## src/rtl/vga_timing_scroll_gen_if.sv

```systemverilog
// vga_timing_scroll_gen_if
//   Bundles the timing generator's scroll controls and video timing outputs.
//   master : the timing generator (drives sync/blanking/coords/offset,
//            receives scroll_en/scroll_dir)
//   slave  : the consumer (pattern stage or bench)
interface vga_timing_scroll_gen_if;
  logic       scroll_en;
  logic       scroll_dir;
  logic       hsync;
  logic       vsync;
  logic       display_on;
  logic [9:0] hpos;
  logic [9:0] vpos;
  logic       line_start;
  logic       frame_start;
  logic [9:0] scroll_offset;

  modport master (
    input  scroll_en, scroll_dir,
    output hsync, vsync, display_on, hpos, vpos,
           line_start, frame_start, scroll_offset
  );

  modport slave (
    output scroll_en, scroll_dir,
    input  hsync, vsync, display_on, hpos, vpos,
           line_start, frame_start, scroll_offset
  );
endinterface

```

## src/rtl/vga_timing_scroll_gen.sv

```systemverilog
// vga_timing_scroll_gen
//   Pixel-clock video timing generator (640x480@60 by default) with a
//   per-frame horizontal scroll offset kept in the pixel clock domain.
// Ports:
//   clk   : pixel clock
//   rst_n : synchronous active-low reset
//   vif   : master side of vga_timing_scroll_gen_if
//           in  scroll_en, scroll_dir
//           out hsync, vsync, display_on, hpos, vpos, line_start,
//               frame_start, scroll_offset (all registered)
module vga_timing_scroll_gen #(
  parameter int H_ACTIVE        = 640,
  parameter int H_FP            = 16,
  parameter int H_SYNC          = 96,
  parameter int H_BP            = 48,
  parameter int V_ACTIVE        = 480,
  parameter int V_FP            = 10,
  parameter int V_SYNC          = 2,
  parameter int V_BP            = 33,
  parameter int SYNC_ACTIVE_LOW = 1,
  parameter int SCROLL_STEP     = 5
) (
  input  logic                    clk,
  input  logic                    rst_n,
  vga_timing_scroll_gen_if.master vif
);

  localparam int H_TOTAL = H_ACTIVE + H_FP + H_SYNC + H_BP;
  localparam int V_TOTAL = V_ACTIVE + V_FP + V_SYNC + V_BP;

  localparam logic [9:0] H_LAST   = 10'(H_TOTAL - 1);
  localparam logic [9:0] V_LAST   = 10'(V_TOTAL - 1);
  localparam logic [9:0] H_ACT    = 10'(H_ACTIVE);
  localparam logic [9:0] V_ACT    = 10'(V_ACTIVE);
  localparam logic [9:0] HS_START = 10'(H_ACTIVE + H_FP);
  localparam logic [9:0] HS_END   = 10'(H_ACTIVE + H_FP + H_SYNC);
  localparam logic [9:0] VS_START = 10'(V_ACTIVE + V_FP);
  localparam logic [9:0] VS_END   = 10'(V_ACTIVE + V_FP + V_SYNC);

  localparam logic [10:0] SC_MOD  = 11'(H_ACTIVE);
  localparam logic [10:0] SC_UP   = 11'(SCROLL_STEP);
  localparam logic [10:0] SC_DOWN = 11'(H_ACTIVE - SCROLL_STEP);

  // XOR mask turning an "asserted" flag into the pin level
  localparam logic SYNC_INV = (SYNC_ACTIVE_LOW != 0);

  logic [9:0]  r_hpos;
  logic [9:0]  r_vpos;
  logic        r_hsync;
  logic        r_vsync;
  logic        r_display_on;
  logic        r_line_start;
  logic        r_frame_start;
  logic [9:0]  r_scroll;

  logic        w_h_wrap;
  logic        w_frame_wrap;
  logic [9:0]  w_hpos_nxt;
  logic [9:0]  w_vpos_nxt;
  logic        w_hs_act;
  logic        w_vs_act;
  logic        w_de_nxt;
  logic [10:0] w_scroll_sum;
  logic [9:0]  w_scroll_nxt;

  assign w_h_wrap     = (r_hpos == H_LAST);
  assign w_frame_wrap = w_h_wrap && (r_vpos == V_LAST);

  assign w_hpos_nxt = w_h_wrap ? 10'd0 : r_hpos + 10'd1;
  assign w_vpos_nxt = !w_h_wrap          ? r_vpos :
                      (r_vpos == V_LAST) ? 10'd0  : r_vpos + 10'd1;

  // Decode from the next counter values so every registered output lines
  // up with the hpos/vpos shown in the same cycle.
  assign w_hs_act = (w_hpos_nxt >= HS_START) && (w_hpos_nxt < HS_END);
  assign w_vs_act = (w_vpos_nxt >= VS_START) && (w_vpos_nxt < VS_END);
  assign w_de_nxt = (w_hpos_nxt < H_ACT) && (w_vpos_nxt < V_ACT);

  // Decrement is done as an add of (H_ACTIVE - step) so a single
  // conditional subtract keeps the result in 0..H_ACTIVE-1.
  assign w_scroll_sum = {1'b0, r_scroll} + (vif.scroll_dir ? SC_DOWN : SC_UP);
  assign w_scroll_nxt = (w_scroll_sum >= SC_MOD) ? 10'(w_scroll_sum - SC_MOD)
                                                 : w_scroll_sum[9:0];

  always_ff @(posedge clk) begin
    if (!rst_n) begin
      r_hpos        <= 10'd0;
      r_vpos        <= 10'd0;
      r_hsync       <= SYNC_INV;
      r_vsync       <= SYNC_INV;
      r_display_on  <= 1'b1;
      r_line_start  <= 1'b0;
      r_frame_start <= 1'b0;
      r_scroll      <= 10'd0;
    end else begin
      r_hpos        <= w_hpos_nxt;
      r_vpos        <= w_vpos_nxt;
      r_hsync       <= w_hs_act ^ SYNC_INV;
      r_vsync       <= w_vs_act ^ SYNC_INV;
      r_display_on  <= w_de_nxt;
      r_line_start  <= w_h_wrap;
      r_frame_start <= w_frame_wrap;
      if (w_frame_wrap && vif.scroll_en) begin
        r_scroll <= w_scroll_nxt;
      end
    end
  end

  assign vif.hpos          = r_hpos;
  assign vif.vpos          = r_vpos;
  assign vif.hsync         = r_hsync;
  assign vif.vsync         = r_vsync;
  assign vif.display_on    = r_display_on;
  assign vif.line_start    = r_line_start;
  assign vif.frame_start   = r_frame_start;
  assign vif.scroll_offset = r_scroll;

endmodule

```

## src/flat_wrapper.sv

```systemverilog
// flat-port wrapper written by rule: the top's interface ports become plain ports
module vga_timing_scroll_gen_flat 
#(
  parameter int H_ACTIVE        = 640,
  parameter int H_FP            = 16,
  parameter int H_SYNC          = 96,
  parameter int H_BP            = 48,
  parameter int V_ACTIVE        = 480,
  parameter int V_FP            = 10,
  parameter int V_SYNC          = 2,
  parameter int V_BP            = 33,
  parameter int SYNC_ACTIVE_LOW = 1,
  parameter int SCROLL_STEP     = 5
)
  (clk, rst_n, vif_scroll_en, vif_scroll_dir, vif_hsync, vif_vsync, vif_display_on, vif_hpos, vif_vpos, vif_line_start, vif_frame_start, vif_scroll_offset);
  vga_timing_scroll_gen_if vif_i ();
  input  logic clk;
  input  logic rst_n;
  input wire logic [$bits(vif_i.scroll_en)-1:0] vif_scroll_en;
  input wire logic [$bits(vif_i.scroll_dir)-1:0] vif_scroll_dir;
  output wire logic [$bits(vif_i.hsync)-1:0] vif_hsync;
  output wire logic [$bits(vif_i.vsync)-1:0] vif_vsync;
  output wire logic [$bits(vif_i.display_on)-1:0] vif_display_on;
  output wire logic [$bits(vif_i.hpos)-1:0] vif_hpos;
  output wire logic [$bits(vif_i.vpos)-1:0] vif_vpos;
  output wire logic [$bits(vif_i.line_start)-1:0] vif_line_start;
  output wire logic [$bits(vif_i.frame_start)-1:0] vif_frame_start;
  output wire logic [$bits(vif_i.scroll_offset)-1:0] vif_scroll_offset;
  assign vif_i.scroll_en = vif_scroll_en;
  assign vif_i.scroll_dir = vif_scroll_dir;
  assign vif_hsync = vif_i.hsync;
  assign vif_vsync = vif_i.vsync;
  assign vif_display_on = vif_i.display_on;
  assign vif_hpos = vif_i.hpos;
  assign vif_vpos = vif_i.vpos;
  assign vif_line_start = vif_i.line_start;
  assign vif_frame_start = vif_i.frame_start;
  assign vif_scroll_offset = vif_i.scroll_offset;
  vga_timing_scroll_gen #(.H_ACTIVE(H_ACTIVE), .H_FP(H_FP), .H_SYNC(H_SYNC), .H_BP(H_BP), .V_ACTIVE(V_ACTIVE), .V_FP(V_FP), .V_SYNC(V_SYNC), .V_BP(V_BP), .SYNC_ACTIVE_LOW(SYNC_ACTIVE_LOW), .SCROLL_STEP(SCROLL_STEP)) u_core (.clk(clk), .rst_n(rst_n), .vif(vif_i));
endmodule
```

## config.mk

```make
export PLATFORM = sky130hd
export DESIGN_NAME = vga_timing_scroll_gen_flat
export DESIGN_NICKNAME = d
export VERILOG_FILES = /design/src/rtl/vga_timing_scroll_gen_if.sv /design/src/rtl/vga_timing_scroll_gen.sv /design/src/flat_wrapper.sv
export SDC_FILE = /design/constraint.sdc
export NUM_CORES = 1
export LEC_CHECK = 0
export ABC_AREA = 1
export CAP_MARGIN = 20
export CORE_UTILIZATION = 50
export CTS_CLUSTER_DIAMETER = 30
export CTS_CLUSTER_SIZE = 24
export DETAILED_ROUTE_END_ITERATION = 16
export GPL_TIMING_DRIVEN = 1
export MAX_ROUTING_LAYER = met4
export PLACE_DENSITY = 0.87
export SYNTH_ARGS = -nofsm -noshare
export SYNTH_HDL_FRONTEND = slang
export SYNTH_SLANG_ARGS = --single-unit
```

## constraint.sdc

```tcl
create_clock -name clk -period 3.2 [get_ports clk]
set_input_delay 0.64 -clock clk [delete_from_list [all_inputs] [get_ports clk]]
set_output_delay 0.64 -clock clk [all_outputs]
set_load 0.02 [all_outputs]
```

==> impl_metrics.yaml <==
drt:
  dr.first_iter.drc_count: 252
  wirelength_met1_um: 2305
  top_layer: "met4"
  drt.antenna.violating_nets: 0
  routed-wl-met3_um: 195
  route.detailed.vias_per_inst: 5.154
  drtPass1Iterations: 4
  via_total_after_detailed_routing: 2273
  routed_length_per_instance_um: 11.51
  dr_wl_met2_um: 2511
  detail_route.drc_violations: 0
  drt-total-wl_um: 5078
yosys:
  synth_simple_gate_area_share_pct: 38.12
  postSynth.topFlopCell: "sky130_fd_sc_hd__dfxtp_1"
  biggest_area_consumer_among_synthesized_cells: "sky130_fd_sc_hd__dfxtp_1"
  post_synth_instance_area_um2: 2281
  ys_seq_area_share_pct: 30.72
  syn_avg_cell_area_um2: 6.592
  synthCells: 346
  synth.net_count: 364
  synth_top_area_share_pct: 30.72
  asyncSetResetFlopFracSynth_pct: 0
  synth-warning-count: 0
  synth_adder_area_share_pct: 8.009
  synth-compound-area-share_pct: 9.051
  synth_mux_area_share_pct: 0
  synth_seq_cells: 35
  number_of_enable_flip_flop_cells_after_synthesis: 0
  yosys.cell_types.count: 36
  synth-xor-area-share_pct: 2.688
  dominant_combinational_cell_family_by_area_after_synthesis: "simple AND/OR/NAND/NOR gates"
  synth_area_leaders: "sky130_fd_sc_hd__dfxtp_1, sky130_fd_sc_hd__nand2_1, sky130_fd_sc_hd__inv_1"
pwr:
  p_leak_nw: 1.233
  vdd_drop_max_uv: 189.4
  power_density_nw_per_um2: 301.4
worst_setup_path:
  timing.critical_path.fanout_max: 8
  cp_data_arrival_time_ns: 2.84
  crit_top_cell: "sky130_fd_sc_hd__nand2_1"
  setup.worst_path.end_class: "flop"
  critPathKind: "in2reg"
  regToRegSetupSlack_ns: 0.94
  worstReg2RegStart: "u_core.vif.scroll_offset[2]"
  cp-startpoint: "vif_scroll_dir"
  kind_of_start_point_of_the_critical_path: "primary input"
  worst-endpoint-required_ns: 3.39
  r2r.worst_path.cells: 16
  worstPathBufferInverterCount: 5
  crit_path_top_delay_cell: "sky130_fd_sc_hd__ha_1"
  cp_slowest_stage_delay_ns: 0.38
  series_of_cell_instances_along_the_critical_path: "dlymetal6s2s_1 > inv_1 > ha_1 > a21oi_1 > nand2_1 > nand2_1 > nand2_1 > nand2_1 > nand2_1 > inv_1 > ha_1 > o21ai_2 > inv_1 > nand2_1 > nand2_1 > nand3_1 > nand2_1 > inv_1"
  reg2reg_to: "u_core.vif.scroll_offset[9]"
  largest_delay_share_family_worst_path: "simple AND/OR/NAND/NOR gates"
cts:
  cts.hold.buffers_added: 0
  cts.sink_count: 35
  worstSkewPairLatency_ns: 0.29
  cts_htree_levels: 2
  cts.repair_timing.setup_buffer_count: 0
  cts.root.buffer_cell: "sky130_fd_sc_hd__clkbuf_8"
  cts_tree: "done"
  cts.clk_slew.worst_paths_ns: 0.07
  tritoncts.num_buffers: 5
  postCtsResizedCells: 0
  clockBufferDepth: 2
sta:
  hold_viol: 0
  skew_ns: 0.002484
  timing.setup.tns_ns: 0
  finalMaxSlewViolations: 0
  fin_crit_period_ns: 2.653
  timing.slew.headroom_pct: 75.73
  grt_setup_unrepaired: "no"
  setup_viol_count_final: 0
  max_freq_ghz: 0.3770
  layout_worst_path_cycle_share_pct: 82.89
  worst-slew-pin-transition_ns: 0.3607
floorplanning:
  top_level_ports: 39
  die_width_um: 69.54
  initial_utilization_pct: 52.03
  core-area_um2: 4384
  number_of_placement_rows: 24
  design.die.area_um2: 4836
  die_y_um: 69.54
place:
  port_buffers: 38
  placed_wire_length_estimate_um: 3992
  gp_congestion: 0.9136
outcome:
  run_status: "completed"
finish:
  layout_utilization_pct: 64.16
  diodes: 0
  area_growth_syn_to_layout_pct: 23.31
  finalNetCount: 406
  layout-drive-gt1-share_pct: 5.913
  fill_cells: 383
worst_hold_path:
  worst_hold_path.num_cells: 1
  hold_path_startpoint: "u_core.vif.hpos[0]"
  min_path_type: "reg2reg"
  worst_hold_path_ep: "u_core.vif.hpos[0]"
global_routing:
  grt_usage_pct: 22.83
  grt-ovfl-total: 0
  maximum_number_of_pins_on_one_net_before_global_route_repair: 24
  antenna_found_initial: 0
  via_count_of_the_first_global_routing_pass: 1989
  grt_pass1_wl_um: 8763
job:
  cap_viol_max_count: 0
final cells by class:
class,count,area [µm²],share of cell area [%]
Sequential cell,35,700.7,24.91
Multi-Input combinational cell,246,1320,46.93
Tap cell,52,65.06,2.313
Inverter,59,221.5,7.874
Timing Repair Buffer,41,405.4,14.41
Clock buffer,8,100.1,3.559
synth_stat cells (2+ instances only):
library cell / number
sky130_fd_sc_hd__a21oi_1: 12
sky130_fd_sc_hd__a31oi_1: 4
sky130_fd_sc_hd__buf_1: 2
sky130_fd_sc_hd__dfxtp_1: 35
sky130_fd_sc_hd__ha_1: 13
sky130_fd_sc_hd__inv_1: 56
sky130_fd_sc_hd__inv_2: 3
sky130_fd_sc_hd__nand2_1: 87
sky130_fd_sc_hd__nand3_1: 31
sky130_fd_sc_hd__nand3_4: 2
sky130_fd_sc_hd__nand3b_1: 2
sky130_fd_sc_hd__nand4_1: 6
sky130_fd_sc_hd__nor2_1: 40
sky130_fd_sc_hd__nor3_1: 8
sky130_fd_sc_hd__nor3_2: 2
sky130_fd_sc_hd__o21ai_0: 17
sky130_fd_sc_hd__or2_1: 2
sky130_fd_sc_hd__xnor2_1: 3
sky130_fd_sc_hd__xor2_1: 4
report_power, final:
part / total, mW / internal (mW) / switching [mW]
clock network: 0.355 / 0.196 / 0.158
logic: 0.0511 / 0.0197 / 0.0314
registers: 0.442 / 0.439 / 0.00338
metal layers:
layer,GRT usage (%),vias up
li1,-,1193
met1,26.32,1025
met5,-,-
met2,39.81,48
met3,3.924,7
met4,7.937,0
placed cells by master, fill, tap and decap left out:
cell / n
sky130_fd_sc_hd__a211oi_1: 1
sky130_fd_sc_hd__a21oi_1: 12
sky130_fd_sc_hd__a31oi_1: 4
sky130_fd_sc_hd__and3_1: 1
sky130_fd_sc_hd__buf_4: 3
sky130_fd_sc_hd__clkbuf_1: 1
sky130_fd_sc_hd__clkbuf_8: 7
sky130_fd_sc_hd__clkdlybuf4s50_1: 37
sky130_fd_sc_hd__dfxtp_1: 35
sky130_fd_sc_hd__dlymetal6s2s_1: 1
sky130_fd_sc_hd__fa_1: 1
sky130_fd_sc_hd__ha_1: 13
sky130_fd_sc_hd__inv_1: 56
sky130_fd_sc_hd__inv_2: 3
sky130_fd_sc_hd__nand2_1: 87
sky130_fd_sc_hd__nand2_2: 1
sky130_fd_sc_hd__nand3_1: 31
sky130_fd_sc_hd__nand3_4: 2
sky130_fd_sc_hd__nand3b_1: 2
sky130_fd_sc_hd__nand4_1: 6
sky130_fd_sc_hd__nand4_4: 1
sky130_fd_sc_hd__nor2_1: 40
sky130_fd_sc_hd__nor2_2: 1
sky130_fd_sc_hd__nor2_4: 1
sky130_fd_sc_hd__nor2_8: 1
sky130_fd_sc_hd__nor3_1: 8
sky130_fd_sc_hd__nor3_2: 2
sky130_fd_sc_hd__nor4_1: 1
sky130_fd_sc_hd__o21a_1: 1
sky130_fd_sc_hd__o21ai_0: 17
sky130_fd_sc_hd__o21ai_1: 1
sky130_fd_sc_hd__o21ai_2: 1
sky130_fd_sc_hd__o21bai_1: 1
sky130_fd_sc_hd__or2_1: 2
sky130_fd_sc_hd__xnor2_1: 3
sky130_fd_sc_hd__xor2_1: 4
kinds of logic after synthesis:
kind of cell	after synthesis
AOI/OAI and AO/OA	38
xor gates and xnor gates	7
adders and majority gates	14
buffers and inverters	65
DFF	35
and+or+nand+nor	187
sequential cells by signal, summed over array words and instances, names as in the netlist:
| signal | count |
|---|---|
| u_core.vif.vsync | 1 |
| u_core.vif.scroll_offset | 10 |
| u_core.vif.frame_start | 1 |
| u_core.vif.hpos | 10 |
| u_core.vif.line_start | 1 |
| u_core.vif.display_on | 1 |
| u_core.vif.vpos | 10 |
| u_core.vif.hsync | 1 |
metrics by stage:
stage	instance area (µm²)	hold WS (ns)	total power, mW	worst slack [ns]	instances
after floorplan	2281	0.5314	0.4826	0.8677	346
after global placement	2710	0.4661	0.5013	0.1009	433
after detailed placement	2710	0.4829	0.5031	-0.1172	433
after CTS	2810	0.4991	0.8492	0.1799	441
after global routing	2813	0.5250	0.8807	0.2739	441
final	2813	0.5008	0.8477	0.5474	441
worst max-delay path by stage:
stage,end,slack [ns],cells after the start
3_3_place_gp,u_core.vif.scroll_offset[7],0.10,18
5_1_grt,u_core.vif.scroll_offset[7],0.27,18
3_5_place_dp,u_core.vif.scroll_offset[9],-0.12,18
2_1_floorplan,u_core.vif.scroll_offset[7],0.87,16
6_report,u_core.vif.scroll_offset[9],0.55,18
4_1_cts,u_core.vif.scroll_offset[9],0.18,17
(Power assumes the default switching activity.)
